`config.mk`:
```
export PLATFORM = sky130hd
export DESIGN_NAME = foo_feed_flat
export DESIGN_NICKNAME = d
export VERILOG_FILES = /design/src/rtl/foo_pkg.sv /design/src/rtl/foo_feed_if.sv /design/src/rtl/foo_feed_fifo.sv /design/src/rtl/foo_feed.sv /design/src/flat_wrapper.sv
export SDC_FILE = /design/constraint.sdc
export NUM_CORES = 1
export LEC_CHECK = 0
export CAP_MARGIN = 20
export CELL_PAD_IN_SITES_DETAIL_PLACEMENT = 1
export CELL_PAD_IN_SITES_GLOBAL_PLACEMENT = 1
export CORE_ASPECT_RATIO = 1.25
export CORE_MARGIN = 2
export CORE_UTILIZATION = 38
export DETAILED_ROUTE_END_ITERATION = 16
export PLACE_DENSITY_LB_ADDON = 0.1
export SLEW_MARGIN = 5
export SYNTH_ARGS = -nofsm -noshare
export SYNTH_HDL_FRONTEND = slang
export SYNTH_SLANG_ARGS = --single-unit
export TNS_END_PERCENT = 10
```
`constraint.sdc`:
```
create_clock -name clk -period 7.78 [get_ports clk]
set_clock_uncertainty 0.2 [all_clocks]
set_input_delay 1.556 -clock clk [delete_from_list [all_inputs] [get_ports clk]]
set_output_delay 1.556 -clock clk [all_outputs]
set_load 0.01 [all_outputs]
```
`src/rtl/foo_pkg.sv`:
```
//============================================================================
// Module   : foo_pkg
// Brief    : Shared widths and defaults for the foo operand feed and accumulator.
// Revision : 1.0 - initial release
//============================================================================
`default_nettype none

package foo_pkg;
    localparam int WORD_W        = 64;
    localparam int LONG_W        = 129;
    localparam int DEPTH_DEFAULT = 4;
endpackage

`default_nettype wire

```
`src/rtl/foo_feed_if.sv`:
```
//============================================================================
// Module   : foo_feed_if
// Brief    : Operand-feed handshake, side-band and status bundle.
// Revision : 1.0 - initial release
//============================================================================
`default_nettype none

interface foo_feed_if #(
    parameter int DEPTH = foo_pkg::DEPTH_DEFAULT,
    parameter int CNT_W = 32
);
    localparam int LVL_W = $clog2(DEPTH + 1);

    logic                        in_valid;
    logic                        in_ready;
    logic [foo_pkg::WORD_W-1:0]  in_data;
    logic [foo_pkg::LONG_W-1:0]  in_long;
    logic                        hold;
    logic [foo_pkg::WORD_W-1:0]  a_out;
    logic [foo_pkg::LONG_W-1:0]  long_q;
    logic [LVL_W-1:0]            level;
    logic [CNT_W-1:0]            pop_count;

    modport master (
        output in_valid, in_data, in_long, hold,
        input  in_ready, a_out, long_q, level, pop_count
    );

    modport slave (
        input  in_valid, in_data, in_long, hold,
        output in_ready, a_out, long_q, level, pop_count
    );
endinterface

`default_nettype wire

```
`src/rtl/foo_feed_fifo.sv`:
```
//============================================================================
// Module   : foo_feed_fifo
// Brief    : Operand storage with wrapping pointers and occupancy; unregistered head.
// Revision : 1.0 - initial release
//============================================================================
`default_nettype none

module foo_feed_fifo
    import foo_pkg::*;
#(
    parameter  int DEPTH = DEPTH_DEFAULT,
    localparam int LVL_W = $clog2(DEPTH + 1)
) (
    input  wire logic              clk,
    input  wire logic              rst,
    input  wire logic              push,
    input  wire logic [WORD_W-1:0] push_data,
    input  wire logic              pop,
    output logic      [WORD_W-1:0] head_data,
    output logic      [LVL_W-1:0]  level,
    output logic                   full,
    output logic                   empty
);
    localparam int               PTR_W   = (DEPTH > 1) ? $clog2(DEPTH) : 1;
    localparam logic [PTR_W-1:0] PTR_ONE = PTR_W'(1);
    localparam logic [LVL_W-1:0] LVL_ONE = LVL_W'(1);

    logic [WORD_W-1:0] mem_q [DEPTH];
    logic [PTR_W-1:0]  wr_ptr_q, wr_ptr_d;
    logic [PTR_W-1:0]  rd_ptr_q, rd_ptr_d;
    logic [LVL_W-1:0]  level_q, level_d;
    logic              do_push, do_pop;

    assign full      = (level_q == LVL_W'(DEPTH));
    assign empty     = (level_q == '0);
    assign do_push   = push && !full;
    assign do_pop    = pop && !empty;
    assign head_data = mem_q[rd_ptr_q];
    assign level     = level_q;

    // DEPTH is a power of two, so pointer overflow is the modulo wrap.
    always_comb begin
        wr_ptr_d = wr_ptr_q;
        rd_ptr_d = rd_ptr_q;
        level_d  = level_q;
        if (do_push) wr_ptr_d = wr_ptr_q + PTR_ONE;
        if (do_pop)  rd_ptr_d = rd_ptr_q + PTR_ONE;
        case ({do_push, do_pop})
            2'b10:   level_d = level_q + LVL_ONE;
            2'b01:   level_d = level_q - LVL_ONE;
            default: level_d = level_q;
        endcase
    end

    always_ff @(posedge clk or posedge rst) begin
        if (rst) begin
            wr_ptr_q <= '0;
            rd_ptr_q <= '0;
            level_q  <= '0;
        end else begin
            wr_ptr_q <= wr_ptr_d;
            rd_ptr_q <= rd_ptr_d;
            level_q  <= level_d;
        end
    end

    always_ff @(posedge clk) begin
        if (do_push) mem_q[wr_ptr_q] <= push_data;
    end
endmodule

`default_nettype wire

```
`src/rtl/foo_feed.sv`:
```
//============================================================================
// Module   : foo_feed
// Brief    : FIFO-buffered operand feed into a downstream accumulator addend port.
// Revision : 1.0 - initial release
//============================================================================
`default_nettype none

module foo_feed
    import foo_pkg::*;
#(
    parameter int DEPTH = DEPTH_DEFAULT,
    parameter int CNT_W = 32
) (
    input  wire logic  clk,
    input  wire logic  rst,
    foo_feed_if.slave  bus
);
    localparam int               LVL_W   = $clog2(DEPTH + 1);
    localparam logic [CNT_W-1:0] CNT_ONE = CNT_W'(1);

    logic              in_ready, push, pop, full, empty;
    logic [WORD_W-1:0] head_data;
    logic [LVL_W-1:0]  level;

    logic [WORD_W-1:0] a_out_q, a_out_d;
    logic [LONG_W-1:0] long_q_q, long_q_d;
    logic [CNT_W-1:0]  pop_count_q, pop_count_d;

    // Ready depends only on stored occupancy, never on this cycle's valid or hold.
    assign in_ready = !full && !rst;
    assign push     = bus.in_valid && in_ready;
    assign pop      = !bus.hold && !empty;

    foo_feed_fifo #(.DEPTH(DEPTH)) u_fifo (
        .clk       (clk),
        .rst       (rst),
        .push      (push),
        .push_data (bus.in_data),
        .pop       (pop),
        .head_data (head_data),
        .level     (level),
        .full      (full),
        .empty     (empty)
    );

    always_comb begin
        a_out_d     = pop ? head_data : '0;
        long_q_d    = push ? bus.in_long : long_q_q;
        pop_count_d = pop ? pop_count_q + CNT_ONE : pop_count_q;
    end

    always_ff @(posedge clk or posedge rst) begin
        if (rst) begin
            a_out_q     <= '0;
            long_q_q    <= '0;
            pop_count_q <= '0;
        end else begin
            a_out_q     <= a_out_d;
            long_q_q    <= long_q_d;
            pop_count_q <= pop_count_d;
        end
    end

    assign bus.in_ready  = in_ready;
    assign bus.a_out     = a_out_q;
    assign bus.long_q    = long_q_q;
    assign bus.level     = level;
    assign bus.pop_count = pop_count_q;
endmodule

`default_nettype wire

```
`src/flat_wrapper.sv`:
```
// flat-port wrapper written by rule: the top's interface ports become plain ports
module foo_feed_flat import foo_pkg::*;
#(
    parameter int DEPTH = DEPTH_DEFAULT,
    parameter int CNT_W = 32
)
  (clk, rst, bus_in_valid, bus_in_data, bus_in_long, bus_hold, bus_in_ready, bus_a_out, bus_long_q, bus_level, bus_pop_count);
  foo_feed_if #(.DEPTH(DEPTH), .CNT_W(CNT_W)) bus_i ();
  input  wire logic clk;
  input  wire logic rst;
  input wire logic [$bits(bus_i.in_valid)-1:0] bus_in_valid;
  input wire logic [$bits(bus_i.in_data)-1:0] bus_in_data;
  input wire logic [$bits(bus_i.in_long)-1:0] bus_in_long;
  input wire logic [$bits(bus_i.hold)-1:0] bus_hold;
  output wire logic [$bits(bus_i.in_ready)-1:0] bus_in_ready;
  output wire logic [$bits(bus_i.a_out)-1:0] bus_a_out;
  output wire logic [$bits(bus_i.long_q)-1:0] bus_long_q;
  output wire logic [$bits(bus_i.level)-1:0] bus_level;
  output wire logic [$bits(bus_i.pop_count)-1:0] bus_pop_count;
  assign bus_i.in_valid = bus_in_valid;
  assign bus_i.in_data = bus_in_data;
  assign bus_i.in_long = bus_in_long;
  assign bus_i.hold = bus_hold;
  assign bus_in_ready = bus_i.in_ready;
  assign bus_a_out = bus_i.a_out;
  assign bus_long_q = bus_i.long_q;
  assign bus_level = bus_i.level;
  assign bus_pop_count = bus_i.pop_count;
  foo_feed #(.DEPTH(DEPTH), .CNT_W(CNT_W)) u_core (.clk(clk), .rst(rst), .bus(bus_i));
endmodule
```
# [Word level (Yosys, flattened, before mapping)]
# Memory sizes are Yosys's and may differ from the RTL's.
# Cells that the tools add are included.
[word_totals] mem_bits_rw=256 reg_bits=232 mem_count=1 elab_cells=30 input_bits=197 out_inout_bits=229
[memory_table] name="u_core.u_fifo.mem_q" depth=4 width=64 rd=1 rd_clocked_by_memory_dff=0 wr=1 line="foo_feed_fifo.sv:28" source="logic [WORD_W-1:0] mem_q [DEPTH];"
[classes] eq_ne=3 n_reduce_logical=11 n_addsub=5 muxes=4
[ops] cell="two-way mux 64 bit" n=1
[ops] cell="adder 32 x 1 -> 32 bit, second input constant" n=1
[ops] cell="one-hot mux 3 bit (2 select lines)" n=1
[ops] cell="logical AND 1 bit" n=5
[ops] cell="adder 2 x 1 -> 2 bit, second input constant" n=2
[ops] cell="logical NOT 1 bit" n=4
[ops] cell="adder 3 x 1 -> 3 bit, second input constant" n=1
[ops] cell="equality test 3 bit, second input constant" n=1
[ops] cell="logical NOT 3 bit" n=1
[ops] cell="subtractor 3 x 1 -> 3 bit, second input constant" n=1
[ops] cell="equality test 2 x 1 -> 1 bit, second input constant" n=1
[ops] cell="equality test 2 bit, second input constant" n=1
[ops] cell="two-way mux 1 bit" n=2
[ops] cell="nonzero test 2 bit" n=1

# [Longest topological paths before layout]
[depth] depth_word=7 depth_mapped=13 mapped_depth_nobuf=10

# [Hierarchy]
# Synthesis repeated with hierarchy kept, for this count alone.
[unflattened] cells_unflattened=910 hier_area_um2=17969.7
[modules_own_cells] module="foo_feed_fifo" cells_per_inst=372 n_inst=1 seq_area_each_um2=7862.5 area_per_inst_um2=9659.3
[modules_own_cells] module="foo_feed" cells_per_inst=538 n_inst=1 seq_area_each_um2=5630.4 area_per_inst_um2=8310.5

# [Worst setup path after synthesis]
# Ideal clock, no wire load.
[synth_path] path_type="input -> register" start="input port rst" end="memory u_core.u_fifo.mem_q[0][0] (enable)" t_required_ns=7.151 arrival_ns=3.434 slack_ns=3.717 setup_time_ns=0.429 path_buffers=0 cell_stages=2 cell_sequence="a31oi_2 -> and3_1"
[synth_via] elab_chain_len=6
[synth_rtl] element="start, declared" line="flat_wrapper.sv:10" source="input wire logic rst;"
[synth_rtl] element="logical NOT 1 bit" line="foo_feed.sv:30" source="assign in_ready = !full && !rst;"
[synth_rtl] element="logical AND 1 bit" line="foo_feed.sv:30"
[synth_rtl] element="logical AND 1 bit" line="foo_feed.sv:31" source="assign push = bus.in_valid && in_ready;"
[synth_rtl] element="logical AND 1 bit" line="foo_feed_fifo.sv:36" source="assign do_push = push && !full;"
[synth_rtl] element="two-way mux 1 bit" line="foo_feed_fifo.sv:68" source="if (do_push) mem_q[wr_ptr_q] <= push_data;"
[synth_rtl] element="two-way mux 1 bit (implied by the code)" line="foo_feed_fifo.sv:68"
[synth_rtl] element="end, declared" line="foo_feed_fifo.sv:28"
# Every way passes these cells.

# [Worst setup path after layout]
[layout_path] start="input port rst" end="output port bus_in_ready"
[layout_via] elab_chain_len=2
[layout_rtl] element="logical NOT 1 bit" line="foo_feed.sv:30"
[layout_rtl] element="logical AND 1 bit" line="foo_feed.sv:30"
[layout_rtl] element="end, declared" line="flat_wrapper.sv:15" source="output wire logic [$bits(bus_i.in_ready)-1:0] bus_in_ready;"
# Every way passes these cells.

==> impl_metrics.yaml <==
global_routing:
  gr-usage-all-layers_pct: 19.3
  gr-usage-met2_pct: 32.5
  antenna_found_initial: 3
  met1_usage_pct: 23.0
  grt_pass1_vias: 10244
  grt_max_degree: 171
  busiest_layer: "met2"
  grt_pass1_wl_microns: 68800
  grt-ovfl-total: 0
  use_met3_pct: 7.82
critical_path:
  cp_slowest_stage_delay_ns: 0.66
  startpoint_type: "input pin"
  cp_cell_sequence: "clkdlybuf4s50_1, a31oi_2, clkdlybuf4s50_1"
  cp.required_ns: 6.02
  critPathSlowestCell: "clkdlybuf4s50_1"
  crit_path_end_kind: "output port"
  crit_type: "in -> out"
  cp_data_arrival_time_ns: 3.03
  crit_top_cell: "clkdlybuf4s50_1"
  critPathMaxFanout: 6
synthesis:
  synth_edf_count: 256
  syn_area_sq_mm: 0.0179
  syn_nets: 1106
  ys_types: 36
  ys_async_sr_fraction_pct: 47.5
  synth_ff_type: "edfxtp_1"
  synth.avg_cell_area_sq_um: 19.8
  synth_commonest_cells: "edfxtp_1, dfrtp_1, and2_1"
  synth.most_common_cell: "edfxtp_1"
  yosysSeqAreaShare_pct: 75.6
  synth.top_cell.area_share_pct: 43.1
  netlist_instances: 902
  yosysWarnings: 0
  synth_area_leaders: "edfxtp_1, dfrtp_1, mux4_2"
  ys_ff_latch: 488
  post-synth-top-area-cell: "edfxtp_1"
floorplan:
  core_sq_mm: 0.0462
  start_util_pct: 38.6
  fp.dieH_microns: 246
  die_w_microns: 198
  pin_count: 426
  die_area_sq_mm: 0.0487
  num_rows: 88
detailed_routing:
  routedWlPerCell_microns: 23.7
  wl_microns: 47000
  first_pass_iters: 4
  drc: 0
  via_count: 9620
  drtAntennaViolNets: 0
  drt_first_iter_violations: 370
  avgViaCountPerCell: 4.86
timing:
  finalCritPeriodShare_pct: 61.6
  finalSetupTns_ns: 0
  slew_headroom_pct: 34.7
  slew_violations: 0
  hold_viol: 0
  worstMarginPinSlew_ns: 0.979
  grt_setup_unrepaired: "false"
  period_needed_ns: 4.79
  finalSetupViolations: 0
  max_clock_freq_mhz: 209
cells_and_area:
  drive_gt1_share_pct: 16.1
  syn_to_final_growth_pct: 37.0
  fillCellCount: 4245
  nNetsFinal: 1558
  stdcell_count: 1980
  post-route-util_pct: 52.9
clocking:
  clockBufferDepth: 3
  post_cts_buffers: 0
  cts_max_level: 2
  cts-resized-gates: 0
  cts-buffers-inserted: 50
  cts_sinks: 488
  clock_latency_ns: 0.58
  cts_tree: "built"
  root_buffer: "clkbuf_16"
  clk_pin_slew_ns: 0.06
  postCtsHoldBufs: 0
place:
  dp_hpwl_microns: 32000
  dp.cells: 1886
  globalplace.congestion: 0.769
  io_buffers: 425
flow_run:
  maxCapViolCount: 0
outcome:
  status: "finished clean"
pwr:
  power_density_mw_per_mm2: 338
  p_leak_nw: 9.18
  ir_drop_uv: 244
worst_hold_path:
  hp-class: "reg -> reg"
==> where the power goes <==
group | internal, W | total [W] | switching (W)
Sequential | 0.00327 | 0.00359 | 0.000317
Combinational | 0.00132 | 0.00228 | 0.000960
Clock | 0.00142 | 0.00240 | 0.000979
Total | 0.00601 | 0.00827 | 0.00226
==> cell usage in the layout, fill, tap and decap left out, types with 8 or more instances in the layout <==
cell type / instances
mux4_2: 64
and2_1: 67
dfrtp_1: 230
buf_4: 9
nor2_1: 8
clkbuf_16: 51
clkbuf_1: 15
nand2_1: 19
clkdlybuf4s50_1: 425
edfxtp_1: 256
mux2_2: 63
xor2_1: 12
mux2_1: 66
xnor2_1: 25
nand3_1: 9
clkbuf_8: 9
==> final timing paths <==
path,slack (ns),from,depth (start not counted),endpoint
max,2.99,rst,3,bus_in_ready
min,0.28,u_core.bus.long_q[92],1,u_core.bus.long_q[92]
max reg2reg,4.64,u_core.u_fifo.level[0],6,u_core.bus.long_q[111]
min reg2reg,0.28,u_core.bus.long_q[92],1,u_core.bus.long_q[92]
max in group asynchronous,5.13,rst,3,u_core.u_fifo.rd_ptr_q[0]
min in group asynchronous,1.47,rst,3,u_core.bus.pop_count[10]
==> cell type report <==
| class | instances | area [sq um] | share of cell area [%] |
|---|---|---|---|
| flip-flops and latches | 488 | 13500 | 55.2 |
| repair buffers | 436 | 4370 | 17.9 |
| multi-input cells | 370 | 4160 | 17.0 |
| clock buffers | 75 | 1460 | 5.96 |
| well taps | 585 | 732 | 2.99 |
| clock inverters | 17 | 198 | 0.808 |
| inverters | 8 | 33.8 | 0.138 |
| diodes | 1 | 2.50 | 0.0102 |
==> worst max-delay path: cells and delay by family <==
kind / cells / cell delay, ns
compound gates: 1 / 0.35
buf+inv: 2 / 1.13
==> per-stage QoR <==
step	setup slack (ns)	hold WS (ns)	total power, W	area, sq um
5_1_grt	2.91	0.300	0.00868	24500
2_1_floorplan	2.99	0.307	0.00467	17900
3_3_place_gp	2.90	0.262	0.00595	22800
4_1_cts	2.95	0.286	0.00843	24400
6_report	2.99	0.284	0.00827	24500
3_5_place_dp	2.82	0.274	0.00599	22800
==> logic make-up (layout without fill, tap and decap cells) <==
logic type / after synthesis / in the layout / synth area share [%]
compound gates: 2 / 2 / 0.0981
simple gates: 130 / 130 / 4.49
fa+ha+maj: 7 / 7 / 0.533
other cells: 0 / 1 / 0
xor+xnor: 37 / 37 / 1.81
buf+inv: 44 / 536 / 1.23
mux: 194 / 194 / 16.3
flops: 488 / 488 / 75.6
==> registers in the layout (all words and copies together), names as in the netlist <==
signal                  flops
u_core.u_fifo.mem_q       256
u_core.u_fifo.rd_ptr_q      2
u_core.bus.pop_count       32
u_core.u_fifo.wr_ptr_q      2
u_core.bus.long_q         129
u_core.u_fifo.level         3
u_core.bus.a_out           64
==> routing by layer <==
metal / vias up / wire length (microns)
met5: - / 25
met4: 4 / 861
met3: 61 / 4560
met2: 310 / 23200
met1: 4968 / 18300
li1: 4277 / -
Power figures use the tool's default switching activity.
